`src/rtl/uart_rx_engine.sv`:
```
// uart_rx_engine: 8x-oversampled UART receiver with a valid/ready byte port.
// Build option: UART_RX_MAJORITY_VOTE_EN selects 2-of-3 majority bit sampling.
module uart_rx_engine #(
  parameter int DATA_BITS   = 8,
  parameter int SYNC_STAGES = 2
) (
  input  logic                 clk_i,
  input  logic                 arst_ni,
  input  logic                 enable_i,
  input  logic                 tick_8x_i,
  input  logic                 parity_en_i,
  input  logic                 parity_odd_i,
  input  logic                 two_stop_i,
  input  logic                 rx_i,
  output logic [DATA_BITS-1:0] rx_data_o,
  output logic                 rx_valid_o,
  input  logic                 rx_ready_i,
  output logic                 parity_err_o,
  output logic                 frame_err_o,
  output logic                 overrun_o,
  output logic                 busy_o
);

  localparam int CW = $clog2(DATA_BITS + 1);
  localparam logic [CW-1:0] LAST = CW'(DATA_BITS - 1);

  typedef enum logic [2:0] {
    IDLE,
    START,
    DATA,
    PARITY,
    STOP
  } state_t;

  state_t                 state;
  logic [SYNC_STAGES-1:0] sync_q;
  logic                   rx_s;
  logic [2:0]             tick_cnt;
  logic [2:0]             cnt_nxt;
  logic [CW-1:0]          bit_cnt;
  logic [DATA_BITS-1:0]   shift_q;
  logic                   par_acc;
  logic                   parity_bad;
  logic                   frame_bad;
  logic                   par_en_q;
  logic                   par_odd_q;
  logic                   two_stop_q;
  logic                   bit_stb;
  logic                   bit_val;

  // Bring the asynchronous line into the clock domain, idling high.
  always_ff @(posedge clk_i) begin
    if (!arst_ni) begin
      sync_q <= '1;
    end else begin
      sync_q <= {sync_q[SYNC_STAGES-2:0], rx_i};
    end
  end

  assign rx_s    = sync_q[SYNC_STAGES-1];
  assign cnt_nxt = tick_cnt + 3'd1;

`ifdef UART_RX_MAJORITY_VOTE_EN
  logic [1:0] vote_q;

  // Hold the count-3 and count-4 samples for the vote at count 5.
  always_ff @(posedge clk_i) begin
    if (!arst_ni) begin
      vote_q <= 2'b11;
    end else if (tick_8x_i && state != IDLE) begin
      if (cnt_nxt == 3'd3) vote_q[0] <= rx_s;
      if (cnt_nxt == 3'd4) vote_q[1] <= rx_s;
    end
  end

  assign bit_stb = tick_8x_i && (state != IDLE)
                   && (cnt_nxt == 3'd5);
  assign bit_val = (vote_q[0] & vote_q[1])
                 | (vote_q[0] & rx_s)
                 | (vote_q[1] & rx_s);
`else
  assign bit_stb = tick_8x_i && (state != IDLE)
                   && (cnt_nxt == 3'd4);
  assign bit_val = rx_s;
`endif

  // Frame deserialiser, error tracking and output handshake.
  always_ff @(posedge clk_i) begin
    if (!arst_ni) begin
      state        <= IDLE;
      busy_o       <= 1'b0;
      tick_cnt     <= '0;
      bit_cnt      <= '0;
      shift_q      <= '0;
      par_acc      <= 1'b0;
      parity_bad   <= 1'b0;
      frame_bad    <= 1'b0;
      par_en_q     <= 1'b0;
      par_odd_q    <= 1'b0;
      two_stop_q   <= 1'b0;
      rx_data_o    <= '0;
      rx_valid_o   <= 1'b0;
      parity_err_o <= 1'b0;
      frame_err_o  <= 1'b0;
      overrun_o    <= 1'b0;
    end else begin
      parity_err_o <= 1'b0;
      frame_err_o  <= 1'b0;
      overrun_o    <= 1'b0;
      if (rx_valid_o && rx_ready_i) rx_valid_o <= 1'b0;
      if (tick_8x_i && state != IDLE) tick_cnt <= cnt_nxt;

      if (!enable_i) begin
        state  <= IDLE;
        busy_o <= 1'b0;
      end else begin
        unique case (state)
          IDLE: begin
            if (tick_8x_i && !rx_s) begin
              state      <= START;
              busy_o     <= 1'b1;
              tick_cnt   <= '0;
              bit_cnt    <= '0;
              par_acc    <= 1'b0;
              parity_bad <= 1'b0;
              frame_bad  <= 1'b0;
              par_en_q   <= parity_en_i;
              par_odd_q  <= parity_odd_i;
              two_stop_q <= two_stop_i;
            end
          end
          START: begin
            if (bit_stb) begin
              if (bit_val) begin
                state  <= IDLE;
                busy_o <= 1'b0;
              end else begin
                state <= DATA;
              end
            end
          end
          DATA: begin
            if (bit_stb) begin
              shift_q <= {bit_val, shift_q[DATA_BITS-1:1]};
              par_acc <= par_acc ^ bit_val;
              if (bit_cnt == LAST) begin
                bit_cnt <= '0;
                state   <= par_en_q ? PARITY : STOP;
              end else begin
                bit_cnt <= bit_cnt + 1'b1;
              end
            end
          end
          PARITY: begin
            if (bit_stb) begin
              parity_bad <= (par_acc ^ bit_val) != par_odd_q;
              state      <= STOP;
            end
          end
          STOP: begin
            if (bit_stb) begin
              if (two_stop_q && bit_cnt == '0) begin
                bit_cnt   <= bit_cnt + 1'b1;
                frame_bad <= frame_bad | ~bit_val;
              end else begin
                state        <= IDLE;
                busy_o       <= 1'b0;
                parity_err_o <= parity_bad;
                frame_err_o  <= frame_bad | ~bit_val;
                if (!rx_valid_o || rx_ready_i) begin
                  rx_data_o  <= shift_q;
                  rx_valid_o <= 1'b1;
                end else begin
                  overrun_o <= 1'b1;
                end
              end
            end
          end
          default: begin
            state  <= IDLE;
            busy_o <= 1'b0;
          end
        endcase
      end
    end
  end

endmodule
```
`config.mk`:
```
export PLATFORM = sky130hd
export DESIGN_NAME = uart_rx_engine
export DESIGN_NICKNAME = d
export VERILOG_FILES = /design/src/rtl/uart_rx_engine.sv
export SDC_FILE = /design/constraint.sdc
export NUM_CORES = 1
export LEC_CHECK = 0
export ABC_AREA = 1
export CAP_MARGIN = 10
export CORE_MARGIN = 2
export CORE_UTILIZATION = 50
export DETAILED_ROUTE_END_ITERATION = 8
export PLACE_DENSITY = 0.71
export SYNTH_ARGS = -nofsm -noshare
export SYNTH_HDL_FRONTEND = slang
export SYNTH_SLANG_ARGS = --single-unit
```
`constraint.sdc`:
```
create_clock -name clk_i -period 2.1 [get_ports clk_i]
set_clock_uncertainty 0.1 [all_clocks]
set_input_delay 0.42 -clock clk_i [delete_from_list [all_inputs] [get_ports clk_i]]
set_output_delay 0.42 -clock clk_i [all_outputs]
set_load 0.01 [all_outputs]
```
==> flow_summary.yaml, run 1 <==
pwr:
  clkPwrFrac_pct: 31.8
  powerDensity_mw_per_mm2: 670.6
  power_switching_share_pct: 28.28
  pwr-share-comb_pct: 16.9
  total_leakage_power_uw: 0.0009545
  peakVddDrop_mv: 0.4924
  p_switching_uw: 430.9
  seq_power_share_pct: 51.4
  p_int_uw: 1093
worst_setup_path:
  start_kind: "flop"
  r2r_end: "shift_q[5]"
  criticalPathCategory: "reg -> reg"
  reg2reg_depth: 7
  regToRegSetupSlack_ns: 0.26
  arrival_ns: 1.91
  cp_data_required_time_ns: 2.17
  crit_path_end_kind: "flop"
  critPathMaxFanout: 16
  timing.rr.start: "state[1]"
clocking:
  clock_sinks: 39
  root_buffer: "clkbuf_8"
  cts_buffers: 5
  postCtsSetupBuffers: 0
  cts_hold_buffers: 0
  clockBufferDepth: 2
  htree_levels: 2
  cts_resized: 0
  clkTransAtPathRegs_ns: 0.08
  clock_latency_ns: 0.29
  cts_tree: "built"
final_layout:
  antenna_cells: 0
  syn2layout_area_growth_pct: 21.31
  final_area_mm2: 0.002272
  drive_above_1_share_pct: 11.04
  final_nets: 311
  fin_cells: 347
logic_synthesis:
  synth_commonest_cells: "nor2_1 (45), nand2_1 (43), dfxtp_1 (39)"
  synth_most_common_cell: "nor2_1"
  synth.distinct_cells: 29
  async_reset_ff_share_pct: 0
  synth_edf_count: 0
  synth_area_per_cell_um2: 7.042
  synth_ff_type: "dfxtp_1"
  seq_area_frac_synth_pct: 41.68
  syn_area_mm2: 0.001873
  ys_ff_latch: 39
  synthCells: 266
  synth_top_area_share_pct: 41.68
  yosys.area.top_type: "dfxtp_1"
  yosys_warnings: 0
  synth_nets: 279
  synthTopCellsByArea: "dfxtp_1 (42%), nor2_1 (9.0%), nand2_1 (8.6%)"
drt:
  postRouteAntennaNets: 0
  routed_wl_um: 3775
  routedWlPerCell_um: 10.88
  vias: 1698
  drc: 0
  drtPass1Iterations: 4
  avgViaCountPerCell: 4.893
  drt_iter0_drc: 80
global_routing:
  grt_pass1_vias: 1495
  grt_max_degree: 18
  track_usage_pct: 19.88
  gr-total-overflow: 0
  antenna_found_initial: 0
  grt_first_pass_wirelength_um: 6589
die:
  ioPinCount: 22
  core_area_mm2: 0.003633
  rows: 22
  initial_core_util_pct: 51.55
  die_x_um: 65.21
  die_y_um: 65.21
  dieArea_mm2: 0.004252
placed_design:
  post-place-ws_ns: 0.01460
  hpwlAfterDp_um: 2823
  dp.cells: 339
  numPortBuffers: 21
  gp_congestion: 0.8603
  placed_cell_area_mm2: 0.002187
timing:
  holdWs_ns: 0.3288
  final-setup-viol-count: 0
  achievable-frequency_mhz: 543.5
  hold_viol_final: 0
  rsz0062_at_grt: "no"
  tightest_slew_ns: 0.4304
  min_period_over_period_pct: 87.61
  min_period_ns: 1.840
  fin_ws_ns: 0.2602
  slew_headroom_pct: 71.27
  tns_ns: 0
  drv_slew: 0
min_path:
  min_from: "sync_q[0]"
  hold_depth: 1
  holdPathEnd: "sync_q[1]"
  min_path_type: "reg -> reg"
run:
  maxCapViolCount: 0
run_status:
  outcome: "finished clean"
==> per-stage QoR <==
stage / power, uW / util [%]
4_1_cts: 1537 / 62.53
5_1_grt: 1604 / 62.53
2_1_floorplan: 978.4 / -
3_3_place_gp: 1053 / 60.19
6_report: 1524 / 62.53
3_5_place_dp: 1053 / 60.19
==> power groups by stage <==
stage,Sequential (uW),Combinational (uW),Clock (uW)
2_1_floorplan,798,181,0
3_3_place_gp,799,254,0
3_5_place_dp,799,254,0
4_1_cts,782,255,499
5_1_grt,786,291,528
6_report,783,257,484
==> cells in the final DEF (no fill, tap or decap), drive strengths merged, types with 2 or more instances in the layout <==
cell           synthesis  routed
nand2                 48      48
xnor2                  2       2
clkbuf                 2       6
a21oi                 19      19
o21ai                 27      27
nand4                  3       3
nor3                   5       5
dfxtp                 39      39
a211oi                 2       2
ha                     4       4
inv                   39      39
nor2                  49      49
clkdlybuf4s50          0      21
buf                    2       8
nand3                 19      19
or2                    2       2
==> registers in the layout (all words and copies together), names as in the netlist <==
| name | flops |
|---|---|
| frame_err_o | 1 |
| par_odd_q | 1 |
| frame_bad | 1 |
| par_en_q | 1 |
| shift_q | 8 |
| overrun_o | 1 |
| rx_data_o | 8 |
| state | 3 |
| busy_o | 1 |
| sync_q | 2 |
| bit_cnt | 4 |
| two_stop_q | 1 |
| tick_cnt | 3 |
| parity_err_o | 1 |
| par_acc | 1 |
| rx_valid_o | 1 |
| parity_bad | 1 |
==> metal layers <==
metal  vias up  part of all wire [%]  track usage [%]
met2        49                    42            30.23
li1        910                     -                -
met1       735                    51            27.91
met5         -                     0                0
met4         0                  0.98            6.250
met3         4                   5.3            4.623
==> logic make-up (layout without fill, tap and decap cells) <==
group | Yosys count | in the layout | synth area share, %
XOR/XNOR | 3 | 3 | 1.403
buffers and inverters | 43 | 76 | 8.684
adder cells (fa/ha/maj) | 4 | 4 | 2.672
AO/OA/AOI/OAI | 49 | 49 | 13.89
flip-flops | 39 | 39 | 41.68
AND/OR/NAND/NOR | 128 | 128 | 31.66
==> critical path, stage by stage, from the launching register on <==
cell	delay [ns]
dfxtp_1	0.41
inv_1	0.09
nor2_2	0.22
inv_1	0.13
nor2_4	0.19
nand3_2	0.28
o21ai_0	0.25
a21oi_1	0.07
==> area by class of cell <==
cell class                 instances  area [um2]
fill                             358        1361
multi-input combinational        184       929.6
sequential                        39       780.7
timing repair buffer              29       270.3
inverter                          39       146.4
clock buffer                       6       72.57
tap                               48       60.06
clock inverter                     2       12.51
==> worst max-delay path by stage <==
stage                     slack, ns  cells past startpoint           end        start
after floorplan                0.46                     10  rx_data_o[0]  tick_cnt[0]
after global placement         0.04                      8    bit_cnt[1]    tick_8x_i
after detailed placement       0.01                      8    bit_cnt[1]    tick_8x_i
after CTS                      0.23                      7    shift_q[0]     state[1]
after global routing           0.01                      7    shift_q[5]     state[1]
final                          0.26                      7    shift_q[5]     state[1]
(Power assumes the default switching activity.)
==> run 2: changes to the inputs <==
CORE_UTILIZATION = 55   (was 50)
PLACE_DENSITY = default   (was 0.71)
PLACE_DENSITY_LB_ADDON = 0.1   (was default)
==> flow_summary.yaml, run 2 (synthesis gave the netlist of run 1 again) <==
timing:
  slew_headroom_pct: 73.06
  drv_slew: 0
  min_period_over_period_pct: 89.63
  hold_viol_final: 0
  min_period_ns: 1.882
  tightest_slew_ns: 0.4010
  fin_ws_ns: 0.2177
  tns_ns: 0
  achievable-frequency_mhz: 531.3
  final-setup-viol-count: 0
  rsz0062_at_grt: "no"
clocking:
  htree_levels: 2
  cts_tree: "built"
  cts_buffers: 5
  root_buffer: "clkbuf_4"
  clock_latency_ns: 0.36
  clockBufferDepth: 2
  postCtsSetupBuffers: 0
  clock_sinks: 39
  clkTransAtPathRegs_ns: 0.13
  cts_hold_buffers: 0
  cts_resized: 0
placed_design:
  numPortBuffers: 21
  dp.cells: 338
  gp_congestion: 0.9142
  placed_cell_area_mm2: 0.002192
  post-place-ws_ns: 0.001675
  hpwlAfterDp_um: 2893
final_layout:
  top_regs: "rx_data_o (8), shift_q (8), bit_cnt (4)"
  most-common-layout-cells: "nor2_1 (45), nand2_1 (43), dfxtp_1 (39), inv_1 (36), clkdlybuf4s50_1 (21)"
  layout_commonest_cell: "nor2_1"
  antenna_cells: 0
  final_nets: 312
  fin_cells: 346
  final_area_mm2: 0.002246
  syn2layout_area_growth_pct: 19.91
  drive_above_1_share_pct: 11.33
  fill_cells: 318
worst_setup_path:
  crit_path_end_kind: "flop"
  cp_data_required_time_ns: 2.25
  arrival_ns: 2.04
  critPathMaxFanout: 6
  criticalPathCategory: "reg -> reg"
  start_kind: "flop"
global_routing:
  grt_max_degree: 18
  grt_pass1_vias: 1594
  grt_first_pass_wirelength_um: 6955
  antenna_found_initial: 0
  gr-total-overflow: 0
  track_usage_pct: 22.44
die:
  rows: 21
  initial_core_util_pct: 56.58
  die_x_um: 62.36
  die_y_um: 62.36
  core_area_mm2: 0.003311
  dieArea_mm2: 0.003888
  ioPinCount: 22
run:
  maxCapViolCount: 0
drt:
  drc: 0
  drtPass1Iterations: 4
  routed_wl_um: 3909
  drt_iter0_drc: 92
  avgViaCountPerCell: 5.118
  routedWlPerCell_um: 11.30
  vias: 1771
  postRouteAntennaNets: 0
pwr:
  p_total_uw: 1426
  powerDensity_mw_per_mm2: 634.8
  peakVddDrop_mv: 0.4555
  total_leakage_power_uw: 0.0009455
run_status:
  outcome: "finished clean"
min_path:
  min_path_type: "reg -> reg"
==> run 2: report_power, final <==
| part | internal, uW | leakage, uW | switching (uW) |
|---|---|---|---|
| Sequential | 761 | 0.000315 | 21.6 |
| Clock | 129 | 0.0000282 | 250 |
| Combinational | 103 | 0.000602 | 161 |
==> run 2: final cells by class <==
cell class / count / area, um2 / share of cell area (%)
Sequential cell: 39 / 780.7 / 34.76
Timing Repair Buffer: 30 / 277.8 / 12.37
Clock buffer: 6 / 41.29 / 1.838
Multi-Input combinational cell: 184 / 929.6 / 41.39
Inverter: 39 / 146.4 / 6.518
Clock inverter: 2 / 12.51 / 0.5571
Tap cell: 46 / 57.56 / 2.563
==> run 2: worst max-delay path: stages (launching register included) <==
cell     delay [ns]
dfxtp_1        0.37
inv_1          0.09
ha_1           0.15
nand2_1        0.05
nor3_1         0.32
inv_1          0.11
nand2_1        0.15
nor3_4         0.08
buf_4          0.17
o21ai_0        0.14
nor2_1         0.05
==> run 2: through the flow <==
step	util, %	hold slack, ns
after floorplan	-	0.2925
after global placement	66.21	0.2958
after detailed placement	66.21	0.3030
after CTS	67.84	0.3251
after global routing	67.84	0.3352
final	67.84	0.3162
==> run 2: path summary, 6_finish.rpt <==
kind | start | depth (start not counted) | slack [ns] | end
setup / recovery | bit_cnt[1] | 10 | 0.22 | rx_data_o[5]
hold / removal | sync_q[0] | 1 | 0.32 | sync_q[1]
setup reg to reg | bit_cnt[1] | 10 | 0.22 | rx_data_o[5]
hold reg to reg | sync_q[0] | 1 | 0.32 | sync_q[1]
==> run 2: metal layers <==
layer	up-vias	routed length, um	global-route usage (%)
met4	0	60	9.722
met5	-	0	0
met3	7	229	5.616
li1	922	-	-
met2	43	1653	34.10
met1	799	1966	30.40
